<file path="src/rtl/muldiv_unit_if.sv">
// Request/response bundle for the M-extension multiply/divide unit.
// The pipeline side drives the request; the unit returns the status and the result.
interface muldiv_unit_if #(
    parameter int XLEN = 32
);
    logic            start;
    logic [2:0]      func3;
    logic [XLEN-1:0] op_a;
    logic [XLEN-1:0] op_b;
    logic            flush;
    logic            ready;
    logic            busy;
    logic            valid;
    logic [XLEN-1:0] result;

    modport master (
        output start, func3, op_a, op_b, flush,
        input  ready, busy, valid, result
    );

    modport slave (
        input  start, func3, op_a, op_b, flush,
        output ready, busy, valid, result
    );
endinterface

</file>
<file path="src/rtl/muldiv_unit.sv">
// Iterative RV32M unit: 32-cycle shift-add multiply and restoring divide on magnitudes.
// Divide-by-zero and signed overflow finish on the acceptance edge.
module muldiv_unit #(
    parameter int XLEN = 32
) (
    input logic          clk,
    input logic          rst,
    muldiv_unit_if.slave bus
);
    typedef enum logic [1:0] {IDLE, MUL, DIV, DONE} state_t;

    localparam logic [XLEN-1:0] MIN_NEG = {1'b1, {(XLEN-1){1'b0}}};

    state_t            state;
    state_t            state_next;
    state_t            start_target;
    logic [4:0]        cnt;
    logic [1:0]        op_sel;
    logic              neg_q;
    logic              neg_r;
    logic [2*XLEN-1:0] mcand;
    logic [2*XLEN-1:0] acc;
    logic [XLEN-1:0]   mplier;
    logic [XLEN-1:0]   result_q;

    logic              accept;
    logic              last;
    logic              a_signed;
    logic              b_signed;
    logic              sign_a;
    logic              sign_b;
    logic              div_zero;
    logic              div_ovf;
    logic              special;
    logic [XLEN-1:0]   mag_a;
    logic [XLEN-1:0]   mag_b;
    logic [XLEN-1:0]   special_res;
    logic [2*XLEN-1:0] prod_step;
    logic [2*XLEN-1:0] prod_final;
    logic [XLEN-1:0]   mul_res;
    logic [XLEN:0]     div_trial;
    logic [XLEN:0]     div_diff;
    logic              div_ge;
    logic [XLEN-1:0]   rem_next;
    logic [XLEN-1:0]   quo_next;
    logic [XLEN-1:0]   div_res;

    assign bus.ready  = (state == IDLE) || (state == DONE);
    assign bus.busy   = (state == MUL) || (state == DIV);
    assign bus.valid  = (state == DONE);
    assign bus.result = result_q;

    assign accept = bus.start && !bus.flush && ((state == IDLE) || (state == DONE));
    assign last   = (cnt == 5'd31);

    // MULHU, DIVU and REMU are the fully unsigned forms; MULHSU keeps op_a signed only
    assign a_signed = !((bus.func3 == 3'b011) || (bus.func3 == 3'b101) || (bus.func3 == 3'b111));
    assign b_signed = a_signed && (bus.func3 != 3'b010);
    assign sign_a   = a_signed && bus.op_a[XLEN-1];
    assign sign_b   = b_signed && bus.op_b[XLEN-1];
    assign mag_a    = sign_a ? -bus.op_a : bus.op_a;
    assign mag_b    = sign_b ? -bus.op_b : bus.op_b;

    assign div_zero    = bus.func3[2] && (bus.op_b == '0);
    assign div_ovf     = bus.func3[2] && !bus.func3[0] && (bus.op_a == MIN_NEG) && (bus.op_b == '1);
    assign special     = div_zero || div_ovf;
    assign special_res = bus.func3[1] ? (div_zero ? bus.op_a : '0) : (div_zero ? '1 : MIN_NEG);

    assign start_target = special ? DONE : (bus.func3[2] ? DIV : MUL);

    assign prod_step  = acc + (mplier[0] ? mcand : '0);
    assign prod_final = neg_q ? -prod_step : prod_step;
    assign mul_res    = (op_sel == 2'b00) ? prod_final[XLEN-1:0] : prod_final[2*XLEN-1:XLEN];

    // acc holds {remainder, dividend/quotient}; the subtract borrow decides the quotient bit
    assign div_trial = {acc[2*XLEN-1:XLEN], acc[XLEN-1]};
    assign div_diff  = div_trial - {1'b0, mplier};
    assign div_ge    = !div_diff[XLEN];
    assign rem_next  = div_ge ? div_diff[XLEN-1:0] : div_trial[XLEN-1:0];
    assign quo_next  = {acc[XLEN-2:0], div_ge};
    assign div_res   = op_sel[1] ? (neg_r ? -rem_next : rem_next)
                                 : (neg_q ? -quo_next : quo_next);

    always_ff @(posedge clk or posedge rst) begin
        if (rst) begin
            state <= IDLE;
        end else begin
            state <= state_next;
        end
    end

    always_comb begin
        state_next = state;
        unique case (state)
            IDLE:     if (accept) state_next = start_target;
            MUL, DIV: begin
                if (bus.flush) begin
                    state_next = IDLE;
                end else if (last) begin
                    state_next = DONE;
                end
            end
            DONE:     state_next = accept ? start_target : IDLE;
            default:  state_next = IDLE;
        endcase
    end

    always_ff @(posedge clk or posedge rst) begin
        if (rst) begin
            cnt      <= '0;
            op_sel   <= '0;
            neg_q    <= 1'b0;
            neg_r    <= 1'b0;
            mcand    <= '0;
            acc      <= '0;
            mplier   <= '0;
            result_q <= '0;
        end else if (accept) begin
            cnt    <= '0;
            op_sel <= bus.func3[1:0];
            neg_q  <= sign_a ^ sign_b;
            neg_r  <= sign_a;
            mcand  <= {{XLEN{1'b0}}, mag_a};
            mplier <= mag_b;
            acc    <= bus.func3[2] ? {{XLEN{1'b0}}, mag_a} : '0;
            if (special) begin
                result_q <= special_res;
            end
        end else if ((state == MUL) && !bus.flush) begin
            cnt    <= cnt + 5'd1;
            acc    <= prod_step;
            mcand  <= mcand << 1;
            mplier <= mplier >> 1;
            if (last) begin
                result_q <= mul_res;
            end
        end else if ((state == DIV) && !bus.flush) begin
            cnt <= cnt + 5'd1;
            acc <= {rem_next, quo_next};
            if (last) begin
                result_q <= div_res;
            end
        end
    end
endmodule

</file>
<file path="src/flat_wrapper.sv">
// flat-port wrapper written by rule: the top's interface ports become plain ports
module muldiv_unit_flat 
#(
    parameter int XLEN = 32
)
  (clk, rst, bus_start, bus_func3, bus_op_a, bus_op_b, bus_flush, bus_ready, bus_busy, bus_valid, bus_result);
  muldiv_unit_if #(.XLEN(XLEN)) bus_i ();
  input logic clk;
  input logic rst;
  input wire logic [$bits(bus_i.start)-1:0] bus_start;
  input wire logic [$bits(bus_i.func3)-1:0] bus_func3;
  input wire logic [$bits(bus_i.op_a)-1:0] bus_op_a;
  input wire logic [$bits(bus_i.op_b)-1:0] bus_op_b;
  input wire logic [$bits(bus_i.flush)-1:0] bus_flush;
  output wire logic [$bits(bus_i.ready)-1:0] bus_ready;
  output wire logic [$bits(bus_i.busy)-1:0] bus_busy;
  output wire logic [$bits(bus_i.valid)-1:0] bus_valid;
  output wire logic [$bits(bus_i.result)-1:0] bus_result;
  assign bus_i.start = bus_start;
  assign bus_i.func3 = bus_func3;
  assign bus_i.op_a = bus_op_a;
  assign bus_i.op_b = bus_op_b;
  assign bus_i.flush = bus_flush;
  assign bus_ready = bus_i.ready;
  assign bus_busy = bus_i.busy;
  assign bus_valid = bus_i.valid;
  assign bus_result = bus_i.result;
  muldiv_unit #(.XLEN(XLEN)) u_core (.clk(clk), .rst(rst), .bus(bus_i));
endmodule
</file>
<file path="config.mk">
export PLATFORM = sky130hd
export DESIGN_NAME = muldiv_unit_flat
export DESIGN_NICKNAME = d
export VERILOG_FILES = /design/src/rtl/muldiv_unit_if.sv /design/src/rtl/muldiv_unit.sv /design/src/flat_wrapper.sv
export SDC_FILE = /design/constraint.sdc
export NUM_CORES = 1
export LEC_CHECK = 0
export ABC_AREA = 1
export CAP_MARGIN = 40
export CELL_PAD_IN_SITES_DETAIL_PLACEMENT = 1
export CELL_PAD_IN_SITES_GLOBAL_PLACEMENT = 1
export CORE_AREA = 2 2 257 259
export CTS_CLUSTER_DIAMETER = 50
export DETAILED_ROUTE_END_ITERATION = 6
export DIE_AREA = 0 0 259 261
export PLACE_DENSITY = 0.87
export SLEW_MARGIN = 20
export SYNTH_ARGS = -nofsm -noshare
export SYNTH_HDL_FRONTEND = slang
export SYNTH_SLANG_ARGS = --single-unit
</file>
<file path="constraint.sdc">
create_clock -name clk -period 6.53 [get_ports clk]
set_clock_uncertainty 0.1 [all_clocks]
set_input_delay 0.653 -clock clk [delete_from_list [all_inputs] [get_ports clk]]
set_output_delay 0.653 -clock clk [all_outputs]
set_load 0.01 [all_outputs]
</file>
* Word level (Yosys, flattened, before mapping)
Cells that the tools add are included.
** Word-level totals
- Flip-flop bits (word level) :: 203
- Output and inout bits :: 35
- Logic and storage cells :: 96
** Operators by class
- Add/sub/neg operators :: 8
- Equality and inequality tests :: 13
- Multiplexer cells :: 36
- Bitwise operators :: 1
- Reductions and logical operators :: 29
** Operator list (count)
- 32-bit two-way mux :: 18
- 64-bit two-way mux :: 7
- 32-bit negator :: 4
- 64-bit adder :: 1
- 32-bit == test (second input constant) :: 2
- 64-bit negator :: 1
- 33-bit by 32-bit subtractor with 33-bit output :: 1
- 32-bit logical NOT :: 1
- 31-bit two-way mux :: 1
- 5-bit two-way mux :: 3
- 2-bit two-way mux :: 6
- 1-bit logical AND :: 11
- 3-bit == test (second input constant) :: 2
- 3-bit by 2-bit != test with 1-bit output (second input constant) :: 2
- 2-bit case mux with 3 select lines :: 1
- 5-bit by 1-bit adder with 5-bit output (second input constant) :: 1
- 5-bit == test (second input constant) :: 1
- 1-bit logical OR :: 5
- 2-bit == test (second input constant) :: 2
- 1-bit logical NOT :: 4
- 2-bit logical NOT :: 2
- 2-bit nonzero test :: 2
- 3-bit by 2-bit == test with 1-bit output (second input constant) :: 1
- 3-bit AND reduction :: 1
- other kinds (7) :: 7

* Depth between registers and ports, before layout
Gate-level depths: netlist (run 1).
- Depth in word-level cells :: 9
- Mapped depth :: 36
- Depth with buffers taken out :: 35

* Worst setup path before layout (run 1)
Ideal clock, no wire load.
- Kind :: register to register
- From :: register u_core.acc[31]
- To :: register u_core.result_q[30] (netlist: u_core.bus.result[30])
- Setup time :: 113 ps
- Arrival :: 3979 ps
- Setup slack :: 2339 ps
- Stages on the path, launching flop included :: 35
- Buffers on the path :: 1
- Period minus slack after synthesis :: 4191 ps
- Cells stage by stage :: dfrtp_1 -> inv_1 -> ha_1 -> inv_1 -> fa_1 -> nand2_1 -> nand2_1 -> nand3_1 -> nand2_1 -> nand2_1 -> nand2_2 -> nand2_4 -> nand3_2 -> nand2_4 -> buf_4 -> ha_1 -> inv_1 -> nor3_1 -> nand3_1 -> nor3_2 -> nand4_1 -> nor2_1 -> nand2_1 -> inv_2 -> nand2_1 -> nor3_1 -> nor2_1 -> nor2_1 -> o21ai_0 -> o21ai_0 -> nand2_1 -> nand2_1 -> nand3_1 -> nand2_1 -> inv_1
** Between the ends
- Longest elaborated chain between the ends :: 9
- Elaborated cells on any way between the ends :: 17
- Classes of those cells :: add/sub (5); mux (11); reduce/logical (1)
** RTL lines
- start, declared :: line muldiv_unit.sv:22 : logic [2*XLEN-1:0] acc;
- start signal, assigned :: line muldiv_unit.sv:125 : acc <= bus.func3[2] ? {{XLEN{1'b0}}, mag_a} : '0;
- start signal, assigned :: line muldiv_unit.sv:131 : acc <= prod_step;
- start signal, assigned :: line muldiv_unit.sv:139 : acc <= {rem_next, quo_next};
- parallel branches: the longest is 7 deep, another holds 64-bit adder
- 32-bit two-way mux * :: line muldiv_unit.sv:129 : end else if ((state == MUL) && !bus.flush) begin
- 32-bit two-way mux * :: line muldiv_unit.sv:118 : end else if (accept) begin
- end signal, assigned :: line muldiv_unit.sv:127 : result_q <= special_res;
- end signal, assigned :: line muldiv_unit.sv:135 : result_q <= mul_res;
- end signal, assigned :: line muldiv_unit.sv:141 : result_q <= div_res;
- end, declared :: line muldiv_unit.sv:24 : logic [XLEN-1:0] result_q;
Every way passes the cells marked *. The select of a mux whose other input is x is not followed.
A chain may end at the register's enable or synchronous reset.

* Worst setup path after layout (run 1)
- From :: register u_core.mplier[0]
- To :: register u_core.result_q[2] (netlist: u_core.bus.result[2])
** Between the ends
- Longest elaborated chain between the ends :: 9
- Elaborated cells on any way between the ends :: 18
- Classes of those cells :: add/sub (5); mux (12); reduce/logical (1)
** RTL lines
- start, declared :: line muldiv_unit.sv:23 : logic [XLEN-1:0] mplier;
- start signal, assigned :: line muldiv_unit.sv:124 : mplier <= mag_b;
- start signal, assigned :: line muldiv_unit.sv:133 : mplier <= mplier >> 1;
- parallel branches: the longest is 7 deep, another holds 64-bit adder
- 32-bit two-way mux * :: line muldiv_unit.sv:129
- 32-bit two-way mux * :: line muldiv_unit.sv:118
Marks and branches as above.

==> results of run 1 <==
[synth_stat cells (all sizes together), types with 12 or more instances]
cell type | number | share of area
nand2 | 1440 | 0.22
o221ai | 52 | 0.018
nor4 | 20 | 0.0050
clkbuf | 99 | 0.015
nor2 | 438 | 0.069
xor2 | 41 | 0.014
xnor2 | 14 | 0.0052
nand3b | 19 | 0.0057
o21ai | 303 | 0.062
nand4 | 66 | 0.017
inv | 765 | 0.11
or2 | 29 | 0.0072
buf | 39 | 0.0091
ha | 108 | 0.054
o21bai | 12 | 0.0040
nand3 | 334 | 0.069
a21oi | 256 | 0.052
o22ai | 64 | 0.016
nor3 | 69 | 0.015
dfrtp | 203 | 0.20
[worst max-delay path by stage]
| stage | startpoint | endpoint | slack [ns] | cells past startpoint |
|---|---|---|---|---|
| after floorplan | rst | u_core.acc[0] | 0.24 | 1 |
| after global placement | u_core.mplier[0] | u_core.bus.result[2] | 1.24 | 27 |
| after detailed placement | u_core.mplier[0] | u_core.bus.result[6] | 1.16 | 29 |
| after CTS | u_core.mplier[0] | u_core.bus.result[2] | 1.12 | 27 |
| after global routing | u_core.mplier[0] | u_core.bus.result[30] | 0.45 | 33 |
| final | u_core.mplier[0] | u_core.bus.result[2] | 0.78 | 27 |
[cells by family (layout without fill, tap and decap cells)]
group	count (synthesis)	in the layout	synth area share
adder cells (fa/ha/maj)	110	110	0.0555
AND/OR/NAND/NOR	2421	2421	0.410
buffers and inverters	905	980	0.139
flip-flops	203	203	0.202
AO/OA/AOI/OAI	757	757	0.174
XOR/XNOR	55	55	0.0195
[critical path: stages, from the launching register on]
cell      delay (ns)
dfrtp_2         0.71
buf_12          0.30
nand2_1         0.08
inv_1           0.06
ha_1            0.40
inv_1           0.11
fa_1            0.41
inv_1           0.22
nand3_1         0.17
nand2_1         0.25
nand2_1         0.12
nand2_1         0.19
nand2_1         0.10
nand2_1         0.28
nand3_1         0.19
nand2_1         0.22
nand2_1         0.08
nand2_1         0.22
nand2_1         0.08
nor2_1          0.09
nand2_1         0.06
nor2_1          0.15
nor2_1          0.10
xor2_1          0.36
nand2_1         0.13
nand3_1         0.10
nand3_1         0.13
a21boi_0        0.24
[sequential cells by signal, indices dropped and copies added (netlist names)]
register and count:
u_core.acc 64, u_core.mcand 64, u_core.bus.result 32, u_core.mplier 32
u_core.cnt 5, u_core.op_sel 2, u_core.state 2, u_core.neg_q 1
u_core.neg_r 1
[layout make-up]
type | count | area (um2) | area share
Tap cell | 864 | 1080 | 0.0381
Multi-Input combinational cell | 3343 | 16600 | 0.585
Inverter | 767 | 2890 | 0.102
Timing Repair Buffer | 143 | 1410 | 0.0499
Sequential cell | 203 | 5080 | 0.179
Clock buffer | 47 | 1040 | 0.0365
Clock inverter | 23 | 278 | 0.00980
[cell usage in the layout, fill, tap and decap left out, types with 52 or more instances in the layout]
master	instances
o22ai_1	64
inv_1	741
a21oi_1	250
ha_1	108
nand2_1	1404
nand3_1	321
nor2_1	409
clkdlybuf4s50_1	105
o21ai_0	273
dfrtp_1	201
o221ai_1	52
nand4_1	65
nor3_1	62
[per-stage QoR]
stage | area, um2 | util | instances
after floorplan | 25100 | - | 4451
after global placement | 26900 | 0.414 | 5313
after detailed placement | 27000 | 0.415 | 5317
after CTS | 28300 | 0.435 | 5387
after global routing | 28300 | 0.436 | 5390
final | 28300 | 0.436 | 5390
[metal layers]
layer / vias to the layer above / part of all wire / track usage
met5: - / 0.00010 / 0
met4: 2 / 0.060 / 0.196
met3: 409 / 0.099 / 0.0770
met2: 1658 / 0.44 / 0.589
met1: 15207 / 0.41 / 0.487
li1: 14370 / - / -
==> results by group, run 1 <==
CTS
  • Number of setup buffers added after CTS: 0
  • Worst-Skew Late Latency: 0.61 ns
  • Clk slew on worst S/H paths: ~0.050 ns
  • TritonCTS clock tree: done
  • Hold Buf Count CTS: 0
  • Root buffer cell: clkbuf_16
  • Clock tree sinks: approximately 200
  • Post-CTS resize count: 0
  • CTS Buffer Depth: 3
  • H-Tree Depth: 2
  • TritonCTS buffer count: 39

GRT
  • Vias in the first global route: 31282
  • GRT Residual Overflow: 0
  • Initial antenna violation count: 1
  • First-pass GRT wire length: about 190000 um
  • Largest net degree at the start of global routing: 131
  • Total track usage: 0.376

Die
  • Core area: 0.0650 mm2
  • DIE AREA: approximately 0.068 mm2
  • Initial Util: 0.386
  • Core Rows: 94
  • Top Ports: 106
  • Chip Height: 261 um
  • Die X: around 260 um

Synth
  • Cell variety after synth: 64
  • Synthesis-stage register bit count: 203
  • Sequential share of the synthesized area: 0.202
  • Ys flop type: dfrtp_1
  • Async SR Flop Fraction: 1.00
  • Yosys warns: 0
  • Post-synth EDFFs: 0
  • Synth Cell Area: 0.0251 mm2
  • Post-synth net total: approximately 4600
  • Syn avg cell area: approximately 5.6 um2
  • Post-Syn Instances: 4451

Timing
  • Fin worst setup slack: 0.783 ns
  • Worst slew pin tran: 0.970 ns
  • Slew Limit Fails: 0
  • # setup viols final: 0
  • Slew margin rel.: 0.347
  • Minimum clock period: between 5 and 6 ns
  • Final Hold Viols: 0
  • Fmax: approximately 0.17 GHz
  • Setup TNS Final: 0 ns
  • Final cycle utilization of the critical path: 0.880
  • Final hold slack: approximately 0.39 ns
  • RSZ-0062 raised after global routing: false

Setup path
  • Crit path launch type: flop
  • Worst setup EP type: flop
  • CP Max Fanout: 30
  • Worst Path Required: 6.93 ns
  • Worst R2R Setup Slack: 0.78 ns
  • Worst Path Arrival: 6.15 ns
  • WS Path Type: reg -> reg
  • RR Endpoint: u_core.bus.result[2]
  • Worst R2R Start: u_core.mplier[0]
  • FF-to-FF path depth: 27

Route
  • Iter 0 DRT Violations: ~3300
  • Antenna Violating Nets Remaining: 0
  • DR WL/cell: 23.9 um
  • Remaining DRCs: 0
  • TritonRoute pass-1 iters: 6
  • Vias per cell: 5.87
  • Final wirelength: 129000 um
  • Vias: about 32000

Cells and area
  • Fill count: 9116
  • Final #Nets: about 4700
  • Layout area overhead: 13.0%
  • Inserted Diodes: 0
  • Proportion of layout cells with a drive suffix above 1: 0.0586

Place
  • Detail Placement HPWL: ~100000 um
  • Gpl congestion: 1.04
  • Pre-CTS setup slack: 1.16 ns
  • I/O Buffers: between 100 and 150

Worst hold path
  • Hold WC Path Type: in -> async

Run
  • Max cap viols: 0

Outcome
  • Outcome: complete, no violations
Power of run 1 is left out: the tool's default activity adds up to more than one toggle a clock period on the data nets, which glitch-free logic cannot reach.
==> run 2, diff against run 1 <==
--- a/config.mk
+++ b/config.mk
@@ -6,7 +6,6 @@
 export NUM_CORES = 1
 export LEC_CHECK = 0
 export ABC_AREA = 1
-export CAP_MARGIN = 40
 export CELL_PAD_IN_SITES_DETAIL_PLACEMENT = 1
 export CELL_PAD_IN_SITES_GLOBAL_PLACEMENT = 1
 export CORE_AREA = 2 2 257 259
==> run 2 against run 1 <==
Register-to-register slack gained 0.03 ns. Setup slack gained 0.029 ns. Sequential share of layout area grew 0.13 points. Final area shrank 0.71%. Clock-buffer cell count shrank 2. Global-route usage shrank 0.13 points. First-iteration DRC count grew 9.1%. Die area is the same. Fmax grew 0.51%. Cell count shrank 0.17%. Worst hold slack gained 0.00067 ns.
==> results by group, run 2 (same netlist as run 1, synthesis figures left out) <==
Outcome
  • Outcome: complete, no violations (unchanged)

Route
  • Remaining DRCs: 0 (unchanged)
  • Iter 0 DRT Violations: 3546 (was 3250)
  • TritonRoute pass-1 iters: 5 (was 6)
  • DR WL/cell: 23.9 um (about the same)
  • Vias per cell: 5.88 (was 5.87)
  • Vias: 31650 (was 31646)
  • Final wirelength: 128000 um (was 129000 um)
  • Antenna Violating Nets Remaining: 0 (unchanged)

Timing
  • Slew Limit Fails: 0 (unchanged)
  • Worst slew pin tran: 1.16 ns (was 0.970 ns)
  • # setup viols final: 0 (unchanged)
  • Minimum clock period: 5.72 ns (was 5.75 ns)
  • Final Hold Viols: 0 (unchanged)
  • Setup TNS Final: 0 ns (unchanged)
  • Final cycle utilization of the critical path: 0.876 (was 0.880)
  • RSZ-0062 raised after global routing: false (unchanged)
  • Fmax: 0.175 GHz (was 0.174 GHz)
  • Slew margin rel.: 0.220 (was 0.347)

Setup path
  • RR Endpoint: u_core.bus.result[2] (unchanged)
  • Top delay family on crit path: simple AND/OR/NAND/NOR gates (unchanged)
  • Worst stage delay on the critical path: 0.71 ns (about the same)
  • Buf+Inv Stages, Crit Path: 4 (unchanged)
  • Worst R2R Setup Slack: 0.81 ns (was 0.78 ns)
  • FF-to-FF path depth: 27 (unchanged)
  • Cell repeated most along the worst path: nand2_1 (unchanged)
  • Worst Path Required: 6.93 ns (about the same)
  • Worst setup EP type: flop (unchanged)
  • Worst R2R Start: u_core.mplier[0] (unchanged)
  • Worst Path Arrival: 6.12 ns (was 6.15 ns)
  • WS Path Type: reg -> reg (unchanged)
  • Slowest cell on crit path: dfrtp_2 (unchanged)
  • CP Max Fanout: 30 (unchanged)
  • Crit path launch type: flop (unchanged)

GRT
  • Initial antenna violation count: 3 (was 1)
  • Largest net degree at the start of global routing: 131 (unchanged)
  • GRT Residual Overflow: 0 (unchanged)
  • First-pass GRT wire length: 192000 um (was 193000 um)
  • Vias in the first global route: 31108 (was 31282)
  • Total track usage: 0.374 (was 0.376)

Die
  • Top Ports: 106 (unchanged)
  • Chip Height: 261 um (unchanged)
  • Die X: 259 um (unchanged)
  • DIE AREA: 0.0676 mm2 (unchanged)
  • Core Rows: 94 (unchanged)
  • Initial Util: 0.386 (unchanged)
  • Core area: 0.0650 mm2 (unchanged)

Cells and area
  • Final #Nets: 4670 (was 4678)
  • Final Util: 0.433 (was 0.436)
  • Finished Layout Cells: 5381 (was 5390)
  • Most frequent cells in the layout: nand2_1 (1404), inv_1 (741), nor2_1 (409) (unchanged)
  • Final Cell Area: 0.0281 mm2 (was 0.0283 mm2)
  • Commonest non-fill, non-tap cell in the layout: nand2_1 (unchanged)
  • Largest regs: u_core.acc (64), u_core.mcand (64) (unchanged)
  • Proportion of layout cells with a drive suffix above 1: 0.0569 (was 0.0586)
  • Layout area overhead: 12.2% (was 13.0%)

Worst hold path
  • Hold WC Path Type: reg -> reg (was in -> async)
  • Hold EP: u_core.mplier[5]
  • Worst hold stages: 2
  • Min-delay src: u_core.mplier[6]

CTS
  • Number of setup buffers added after CTS: 0 (unchanged)
  • TritonCTS buffer count: 38 (was 39)
  • Post-CTS resize count: 0 (unchanged)
  • CTS Buffer Depth: 3 (unchanged)
  • Worst-Skew Late Latency: 0.60 ns (was 0.61 ns)
  • Root buffer cell: clkbuf_16 (unchanged)
  • Clock tree sinks: 203 (unchanged)
  • H-Tree Depth: 2 (unchanged)
  • Hold Buf Count CTS: 0 (unchanged)
  • Clk slew on worst S/H paths: 0.05 ns (about the same)
  • TritonCTS clock tree: done (unchanged)

Run
  • Max cap viols: 0 (unchanged)

Place
  • Dpl cells: 5313 (was 5317)
  • DP Area: 0.0269 mm2 (was 0.0270 mm2)
  • I/O Buffers: 105 (unchanged)
  • Detail Placement HPWL: 102000 um (was 103000 um)
  • Gpl congestion: 1.04 (unchanged)
[run 2: cell types whose count changed in the layout (fill, tap and decap cells not counted), sizes merged]
| cell | delta |
|---|---|
| buf | -7 |
| diode | +1 |
| bufinv | -3 |
| clkbuf | -2 |
| clkinv | +2 |
[run 2: worst min-delay path: stages, from the launching register on]
cell and delay (ns):
dfrtp_1 0.34, nand2_1 0.05, o221ai_1 0.06
[run 2: final cells by class]
| type | instances | area, um2 |
|---|---|---|
| Inverter | 767 | 2890 |
| Multi-Input combinational cell | 3343 | 16600 |
| Timing Repair Buffer | 136 | 1310 |
| Clock buffer | 45 | 1020 |
| Clock inverter | 22 | 199 |
| Sequential cell | 203 | 5080 |
| Fill cell | 9146 | 36900 |
| Tap cell | 864 | 1080 |
| Antenna cell | 1 | 2.50 |
[run 2: worst max-delay path by stage]
stage	startpoint	endpoint	slack [ns]	depth (start not counted)
after global routing	u_core.mplier[0]	u_core.bus.result[30]	0.57	33
after detailed placement	u_core.mplier[0]	u_core.bus.result[2]	1.11	27
after CTS	u_core.mplier[0]	u_core.bus.result[2]	1.11	27
final	u_core.mplier[0]	u_core.bus.result[2]	0.81	27
after floorplan	rst	u_core.acc[0]	0.24	1
after global placement	u_core.mplier[0]	u_core.bus.result[2]	1.24	27
[run 2: through the flow]
| stage | setup slack [ns] | hold slack (ns) |
|---|---|---|
| finish | 0.812 | 0.386 |
| global route | 0.566 | 0.409 |
| CTS | 1.11 | 0.385 |
| detailed placement | 1.11 | 0.372 |
| global placement | 1.24 | 0.367 |
| floorplan | 0.238 | 0.353 |
[run 2: layer usage]
| metal | routed length (um) | share of wire | up-vias | global-route usage |
|---|---|---|---|---|
| li1 | - | - | 14355 | - |
| met1 | 52200 | 0.41 | 15226 | 0.485 |
| met2 | 55400 | 0.43 | 1650 | 0.583 |
| met3 | 12800 | 0.099 | 415 | 0.0787 |
| met4 | 8100 | 0.063 | 4 | 0.204 |
| met5 | 28 | 0.00022 | - | 0 |
Power of run 2 is left out for the same reason.
